[src/rtl/lsu_ecc_wb_ctl_pkg.sv]
// rtl/lsu_ecc_wb_ctl_pkg.sv - shared types and constants for the DCCM ECC writeback controller
package lsu_ecc_wb_ctl_pkg;

  typedef enum logic [1:0] {
    IDLE  = 2'd0,
    WR_LO = 2'd1,
    WR_HI = 2'd2
  } ecc_wb_state_t;

  localparam int ECC_WB_STARVE_MAX = 4;

endpackage

[src/rtl/rvecc_encode.sv]
// rvecc_encode.sv - SECDED encoder: 32 data bits to 6 Hamming bits plus overall parity
module rvecc_encode (
  input  logic [31:0] din,
  output logic [6:0]  ecc_out
);

  logic [6:0] e;
  logic [5:0] k;

  // Data bits occupy the non-power-of-two codeword positions 3..38 in order.
  always_comb begin
    e = '0;
    k = '0;
    for (int p = 1; p < 39; p++) begin
      if ((p & (p - 1)) != 0) begin
        for (int i = 0; i < 6; i++) begin
          if (p[i]) e[i] = e[i] ^ din[k[4:0]];
        end
        k = k + 6'd1;
      end
    end
    e[6] = ^{din, e[5:0]};
  end

  assign ecc_out = e;

endmodule

[src/rtl/lsu_ecc_wb_ctl.sv]
// rtl/lsu_ecc_wb_ctl.sv - DCCM single-bit-error correction writeback controller
// Shares the DCCM write port between store-buffer drains and corrected-word writebacks.
module lsu_ecc_wb_ctl
  import lsu_ecc_wb_ctl_pkg::*;
#(
  parameter int DCCM_BITS       = 16,
  parameter int DCCM_DATA_WIDTH = 32,
  parameter int DCCM_ECC_WIDTH  = 7,
  parameter int STARVE_MAX      = ECC_WB_STARVE_MAX
) (
  input  logic                       clk,
  input  logic                       rst_l,
  input  logic                       dec_tlu_core_ecc_disable,
  input  logic                       ecc_err_valid_dc4,
  input  logic                       ecc_err_lo_dc4,
  input  logic                       ecc_err_hi_dc4,
  input  logic [DCCM_BITS-1:0]       ecc_addr_lo_dc4,
  input  logic [DCCM_BITS-1:0]       ecc_addr_hi_dc4,
  input  logic [DCCM_DATA_WIDTH-1:0] ecc_data_lo_dc4,
  input  logic [DCCM_DATA_WIDTH-1:0] ecc_data_hi_dc4,
  input  logic                       stbuf_wr_req,
  input  logic [DCCM_BITS-1:0]       stbuf_wr_addr,
  input  logic [DCCM_DATA_WIDTH-1:0] stbuf_wr_data,
  output logic                       stbuf_wr_ack,
  output logic                       dccm_wren,
  output logic [DCCM_BITS-1:0]       dccm_wr_addr,
  output logic [DCCM_DATA_WIDTH-1:0] dccm_wr_data,
  output logic [DCCM_ECC_WIDTH-1:0]  dccm_wr_ecc,
  output logic                       ecc_wb_busy,
  output logic                       ecc_err_dropped
);

  localparam int SW = $clog2(STARVE_MAX + 1);

  ecc_wb_state_t              state_q, state_d;
  logic [SW-1:0]              starve_q, starve_d;
  logic                       pend_lo_q, pend_lo_d;
  logic                       pend_hi_q, pend_hi_d;
  logic                       dropped_q, dropped_d;
  logic [DCCM_BITS-1:0]       addr_lo_q, addr_lo_d;
  logic [DCCM_BITS-1:0]       addr_hi_q, addr_hi_d;
  logic [DCCM_DATA_WIDTH-1:0] data_lo_q, data_lo_d;
  logic [DCCM_DATA_WIDTH-1:0] data_hi_q, data_hi_d;

  logic in_wr, cur_pend, cur_left, grant, corr_wr, hit_lo, hit_hi, err_any;
  logic [DCCM_BITS-1:0]       wr_addr;
  logic [DCCM_DATA_WIDTH-1:0] wr_data;

  // Port arbitration; outputs are forced quiet while reset is asserted.
  always_comb begin
    in_wr    = (state_q != IDLE);
    err_any  = ecc_err_valid_dc4 & (ecc_err_lo_dc4 | ecc_err_hi_dc4) & ~dec_tlu_core_ecc_disable;
    cur_pend = (state_q == WR_LO) ? pend_lo_q : pend_hi_q;
    grant    = rst_l & stbuf_wr_req & (~in_wr | (starve_q < SW'(STARVE_MAX)));
    corr_wr  = rst_l & in_wr & ~grant & cur_pend;
    hit_lo   = grant & pend_lo_q &
               (stbuf_wr_addr[DCCM_BITS-1:2] == addr_lo_q[DCCM_BITS-1:2]);
    hit_hi   = grant & pend_hi_q &
               (stbuf_wr_addr[DCCM_BITS-1:2] == addr_hi_q[DCCM_BITS-1:2]);
    wr_addr  = '0;
    wr_data  = '0;
    if (grant) begin
      wr_addr = stbuf_wr_addr;
      wr_data = stbuf_wr_data;
    end else if (corr_wr) begin
      wr_addr = (state_q == WR_LO) ? addr_lo_q : addr_hi_q;
      wr_data = (state_q == WR_LO) ? data_lo_q : data_hi_q;
    end
  end

  always_comb begin
    state_d   = state_q;
    starve_d  = starve_q;
    pend_lo_d = pend_lo_q;
    pend_hi_d = pend_hi_q;
    addr_lo_d = addr_lo_q;
    addr_hi_d = addr_hi_q;
    data_lo_d = data_lo_q;
    data_hi_d = data_hi_q;
    dropped_d = err_any & in_wr;
    cur_left  = 1'b0;
    case (state_q)
      IDLE: begin
        starve_d = '0;
        if (err_any) begin
          addr_lo_d = ecc_addr_lo_dc4;
          addr_hi_d = ecc_addr_hi_dc4;
          data_lo_d = ecc_data_lo_dc4;
          data_hi_d = ecc_data_hi_dc4;
          pend_lo_d = ecc_err_lo_dc4;
          pend_hi_d = ecc_err_hi_dc4;
          state_d   = ecc_err_lo_dc4 ? WR_LO : WR_HI;
        end
      end
      default: begin
        // A newer store to a pending word supersedes the correction for it.
        pend_lo_d = pend_lo_q & ~hit_lo;
        pend_hi_d = pend_hi_q & ~hit_hi;
        if (grant) begin
          starve_d = starve_q + SW'(1);
        end else if (state_q == WR_LO) begin
          pend_lo_d = 1'b0;
        end else begin
          pend_hi_d = 1'b0;
        end
        cur_left = (state_q == WR_LO) ? pend_lo_d : pend_hi_d;
        if (!cur_left) begin
          starve_d = '0;
          state_d  = ((state_q == WR_LO) && pend_hi_d) ? WR_HI : IDLE;
        end
      end
    endcase
  end

  always_ff @(posedge clk or negedge rst_l) begin
    if (!rst_l) begin
      state_q   <= IDLE;
      starve_q  <= '0;
      pend_lo_q <= 1'b0;
      pend_hi_q <= 1'b0;
      dropped_q <= 1'b0;
      addr_lo_q <= '0;
      addr_hi_q <= '0;
      data_lo_q <= '0;
      data_hi_q <= '0;
    end else begin
      state_q   <= state_d;
      starve_q  <= starve_d;
      pend_lo_q <= pend_lo_d;
      pend_hi_q <= pend_hi_d;
      dropped_q <= dropped_d;
      addr_lo_q <= addr_lo_d;
      addr_hi_q <= addr_hi_d;
      data_lo_q <= data_lo_d;
      data_hi_q <= data_hi_d;
    end
  end

  rvecc_encode u_ecc_enc (
    .din     (wr_data),
    .ecc_out (dccm_wr_ecc)
  );

  assign stbuf_wr_ack    = grant;
  assign dccm_wren       = grant | corr_wr;
  assign dccm_wr_addr    = wr_addr;
  assign dccm_wr_data    = wr_data;
  assign ecc_wb_busy     = in_wr;
  assign ecc_err_dropped = dropped_q;

endmodule
[config.mk]
export PLATFORM = sky130hd
export DESIGN_NAME = lsu_ecc_wb_ctl
export DESIGN_NICKNAME = d
export VERILOG_FILES = /design/src/rtl/lsu_ecc_wb_ctl_pkg.sv /design/src/rtl/rvecc_encode.sv /design/src/rtl/lsu_ecc_wb_ctl.sv
export SDC_FILE = /design/constraint.sdc
export NUM_CORES = 1
export LEC_CHECK = 0
export CORE_MARGIN = 2
export CORE_UTILIZATION = 49
export DETAILED_ROUTE_END_ITERATION = 8
export GPL_ROUTABILITY_DRIVEN = 0
export PLACE_DENSITY = 0.95
export SYNTH_ARGS = -nofsm -noshare
export SYNTH_HDL_FRONTEND = slang
export SYNTH_HIERARCHICAL = 1
export SYNTH_SLANG_ARGS = --single-unit
[constraint.sdc]
create_clock -name clk -period 11.05 [get_ports clk]
set_input_delay 2.21 -clock clk [delete_from_list [all_inputs] [get_ports clk]]
set_output_delay 2.21 -clock clk [all_outputs]
set_load 0.005 [all_outputs]
==> impl_metrics.json <==
{
  "antenna_found_initial": 0,
  "power.leakage_nw": 3.37,
  "synth-seq-cells": 104,
  "grt_overflow_total": 0,
  "synthesis.area_um2": 5950,
  "ys_warn_count": 6,
  "vias": 4707,
  "syn-mean-instance-area_um2": 11.8,
  "rsz0062_at_grt": "no",
  "ys_seq_area_share_pct": 43.7,
  "drive_gt1_share_pct": 16.6,
  "final_common_cell": "clkdlybuf4s50_1",
  "power.share.clock_pct": 23.9,
  "grt_use_total_pct": 27.1,
  "crit_fanout": 29,
  "crit_path_start_kind": "primary input",
  "dr.pass1.iters": 4,
  "initial_core_util_pct": 50.0,
  "hp-class": "reg -> reg",
  "fmax_mhz": 109,
  "clk_latency_ps": 340,
  "ctsHoldBuffers": 0,
  "power_frac_seq_pct": 38.8,
  "slew_headroom_pct": 36.4,
  "cts.htree.levels": 3,
  "status": "complete, no violations",
  "finClkSkew_ps": 8.43,
  "syn_inst": 505,
  "timing.final.hold_violations": 0,
  "routed_wl_um": 17400,
  "ant_nets": 0,
  "cts_tree": "yes",
  "wl_per_cell_um": 20.2,
  "pwr_density_cell_nw_per_um2": 161,
  "cts_inserted_buffers": 9,
  "whs_ps": 503,
  "path_class": "in -> out",
  "maxCapViolations": 0,
  "synthToLayoutAreaGrowth_pct": 42.1,
  "fp.dieH_um": 114,
  "layout_setup_ws_ps": 1890,
  "cts_resized": 0,
  "rows": 40,
  "dpl.hpwl_um": 13300,
  "comb_power_share_pct": 37.3,
  "p_sw_mw": 0.386,
  "nNetsFinal": 857,
  "grt_max_degree": 63,
  "peakVddDrop_mv": 0.112,
  "cts_root_buffer": "clkbuf_16",
  "fill_cells": 837,
  "cts.sinks": 104,
  "drcViolationCount": 0,
  "dp_slack_ps": 1970,
  "p_int_mw": 0.973,
  "synthDistinctLibCells": 39,
  "dieArea_um2": 13000,
  "tightestPinTransition_ps": 948,
  "die_w_um": 114,
  "drv_slew": 0,
  "io_buffers": 209,
  "post-route-min-period_ps": 9160,
  "drt_iter0_drc": 280,
  "core_um2": 11900,
  "crit_arrival_ps": 6950,
  "via_per_inst": 5.49,
  "finalSetupViolations": 0,
  "cp-end-kind": "output pin",
  "io_pins": 210,
  "grt_pass1_wl_um": 27100,
  "layout_worst_path_cycle_share_pct": 82.9,
  "cts_setup_buffers": 0,
  "grt_pass1_vias": 5083,
  "synthesis.nets": 657,
  "mostFrequentLayoutCells": "208 x clkdlybuf4s50_1, 104 x dfrtp_1, 88 x mux2_2, 54 x nand2_1, 52 x o21ai_0",
  "cts_buffer_depth": 2,
  "clk_pin_slew_ps": 60,
  "tns_ps": 0,
  "switching_share_pct": 28.4,
  "worstPathRequired_ps": 8840
}
==> through the flow <==
stage / std cells / total power [mW] / area (um^2) / util (%)
after floorplan: 505 / 0.804 / 5950 / -
after global placement: 841 / 1.01 / 8150 / 68.4
after detailed placement: 841 / 1.04 / 8150 / 68.4
after CTS: 857 / 1.36 / 8450 / 71.0
after global routing: 857 / 1.42 / 8450 / 71.0
final: 858 / 1.36 / 8450 / 71.0
==> registers in the layout (all words and copies together) (netlist names) <==
| name | flops |
|---|---|
| addr_lo_q | 16 |
| addr_hi_q | 16 |
| pend_hi_q | 1 |
| ecc_err_dropped | 1 |
| state_q | 2 |
| pend_lo_q | 1 |
| data_hi_q | 32 |
| data_lo_q | 32 |
| starve_q | 3 |
==> cell type report <==
| cell class | instances | area [um^2] | share of cell area (%) |
|---|---|---|---|
| timing repair buffer | 215 | 2130 | 25.2 |
| sequential | 104 | 2600 | 30.8 |
| tap | 147 | 184 | 2.18 |
| multi-input combinational | 370 | 3210 | 38.0 |
| antenna | 1 | 2.50 | 0.0296 |
| inverter | 5 | 18.8 | 0.222 |
| clock inverter | 2 | 37.5 | 0.444 |
| clock buffer | 14 | 264 | 3.12 |
==> kinds of logic (layout without fill, tap and decap cells) <==
logic type	after synthesis	after routing	synth area share (%)
multiplexers	145	145	26.4
flip-flops	104	104	43.7
XOR/XNOR	85	85	15.7
AND/OR/NAND/NOR	79	79	6.03
AO/OA/AOI/OAI	60	60	5.42
buffers and inverters	31	236	2.44
adder cells (fa/ha/maj)	1	1	0.210
other	0	1	0
==> synth_stat cells, drive strengths merged <==
cell type | number | area, um^2
a31oi | 1 | 6.26
buf | 17 | 92.6
nand3 | 1 | 5.00
nand2b | 2 | 12.5
xnor2 | 37 | 347
a22oi | 2 | 15.0
clkbuf | 9 | 33.8
a21boi | 1 | 7.51
or2 | 1 | 6.26
o21ai | 52 | 260
xor2 | 36 | 315
clkinv | 1 | 3.75
ha | 1 | 12.5
nor2 | 5 | 26.3
a221o | 1 | 10.0
a211o | 1 | 8.76
a21oi | 1 | 5.00
nor4 | 6 | 37.5
nor3b | 1 | 7.51
nor2b | 1 | 6.26
nand4 | 2 | 12.5
nor3 | 5 | 36.3
inv | 4 | 15.0
and3 | 1 | 6.26
xor3 | 2 | 48.8
o211a | 1 | 10.0
nand2 | 54 | 203
mux2i | 49 | 490
dfrtp | 104 | 2600
xnor3 | 10 | 226
mux2 | 96 | 1080
==> final timing paths <==
| kind | start | endpoint | slack, ps | cells after the start |
|---|---|---|---|---|
| setup / recovery | stbuf_wr_req | dccm_wr_ecc[6] | 1890 | 12 |
| hold / removal | data_hi_q[24] | data_hi_q[24] | 500 | 1 |
| setup reg to reg | state_q[1] | starve_q[0] | 8680 | 5 |
| hold reg to reg | data_hi_q[24] | data_hi_q[24] | 500 | 1 |
| max in group asynchronous | rst_l | data_hi_q[6] | 7980 | 2 |
| min in group asynchronous | rst_l | state_q[1] | 1870 | 1 |
==> layer usage <==
layer	up-vias	wire length, um	global-route usage [%]
met5	-	0	0
met4	0	821	14.5
met3	48	751	3.97
met2	161	8890	46.1
met1	2327	6900	33.6
li1	2171	-	-
==> power by group through the flow <==
stage | clock network (mW) | registers, mW | logic [mW]
floorplan | 0 | 0.514 | 0.289
global placement | 0 | 0.524 | 0.486
detailed placement | 0 | 0.534 | 0.503
CTS | 0.330 | 0.527 | 0.507
global route | 0.346 | 0.538 | 0.536
finish | 0.325 | 0.527 | 0.507
==> worst max-delay path: stages <==
cell             delay, ps
clkdlybuf4s50_1        420
nand3_1                220
clkinv_1               810
buf_4                  540
nand2_1                100
o21ai_0                170
xnor2_1                370
xnor3_1                530
xnor3_1                410
xnor3_1                380
xnor3_1                270
clkdlybuf4s50_1        520
No activity file was read; power rests on OpenSTA's default activity.
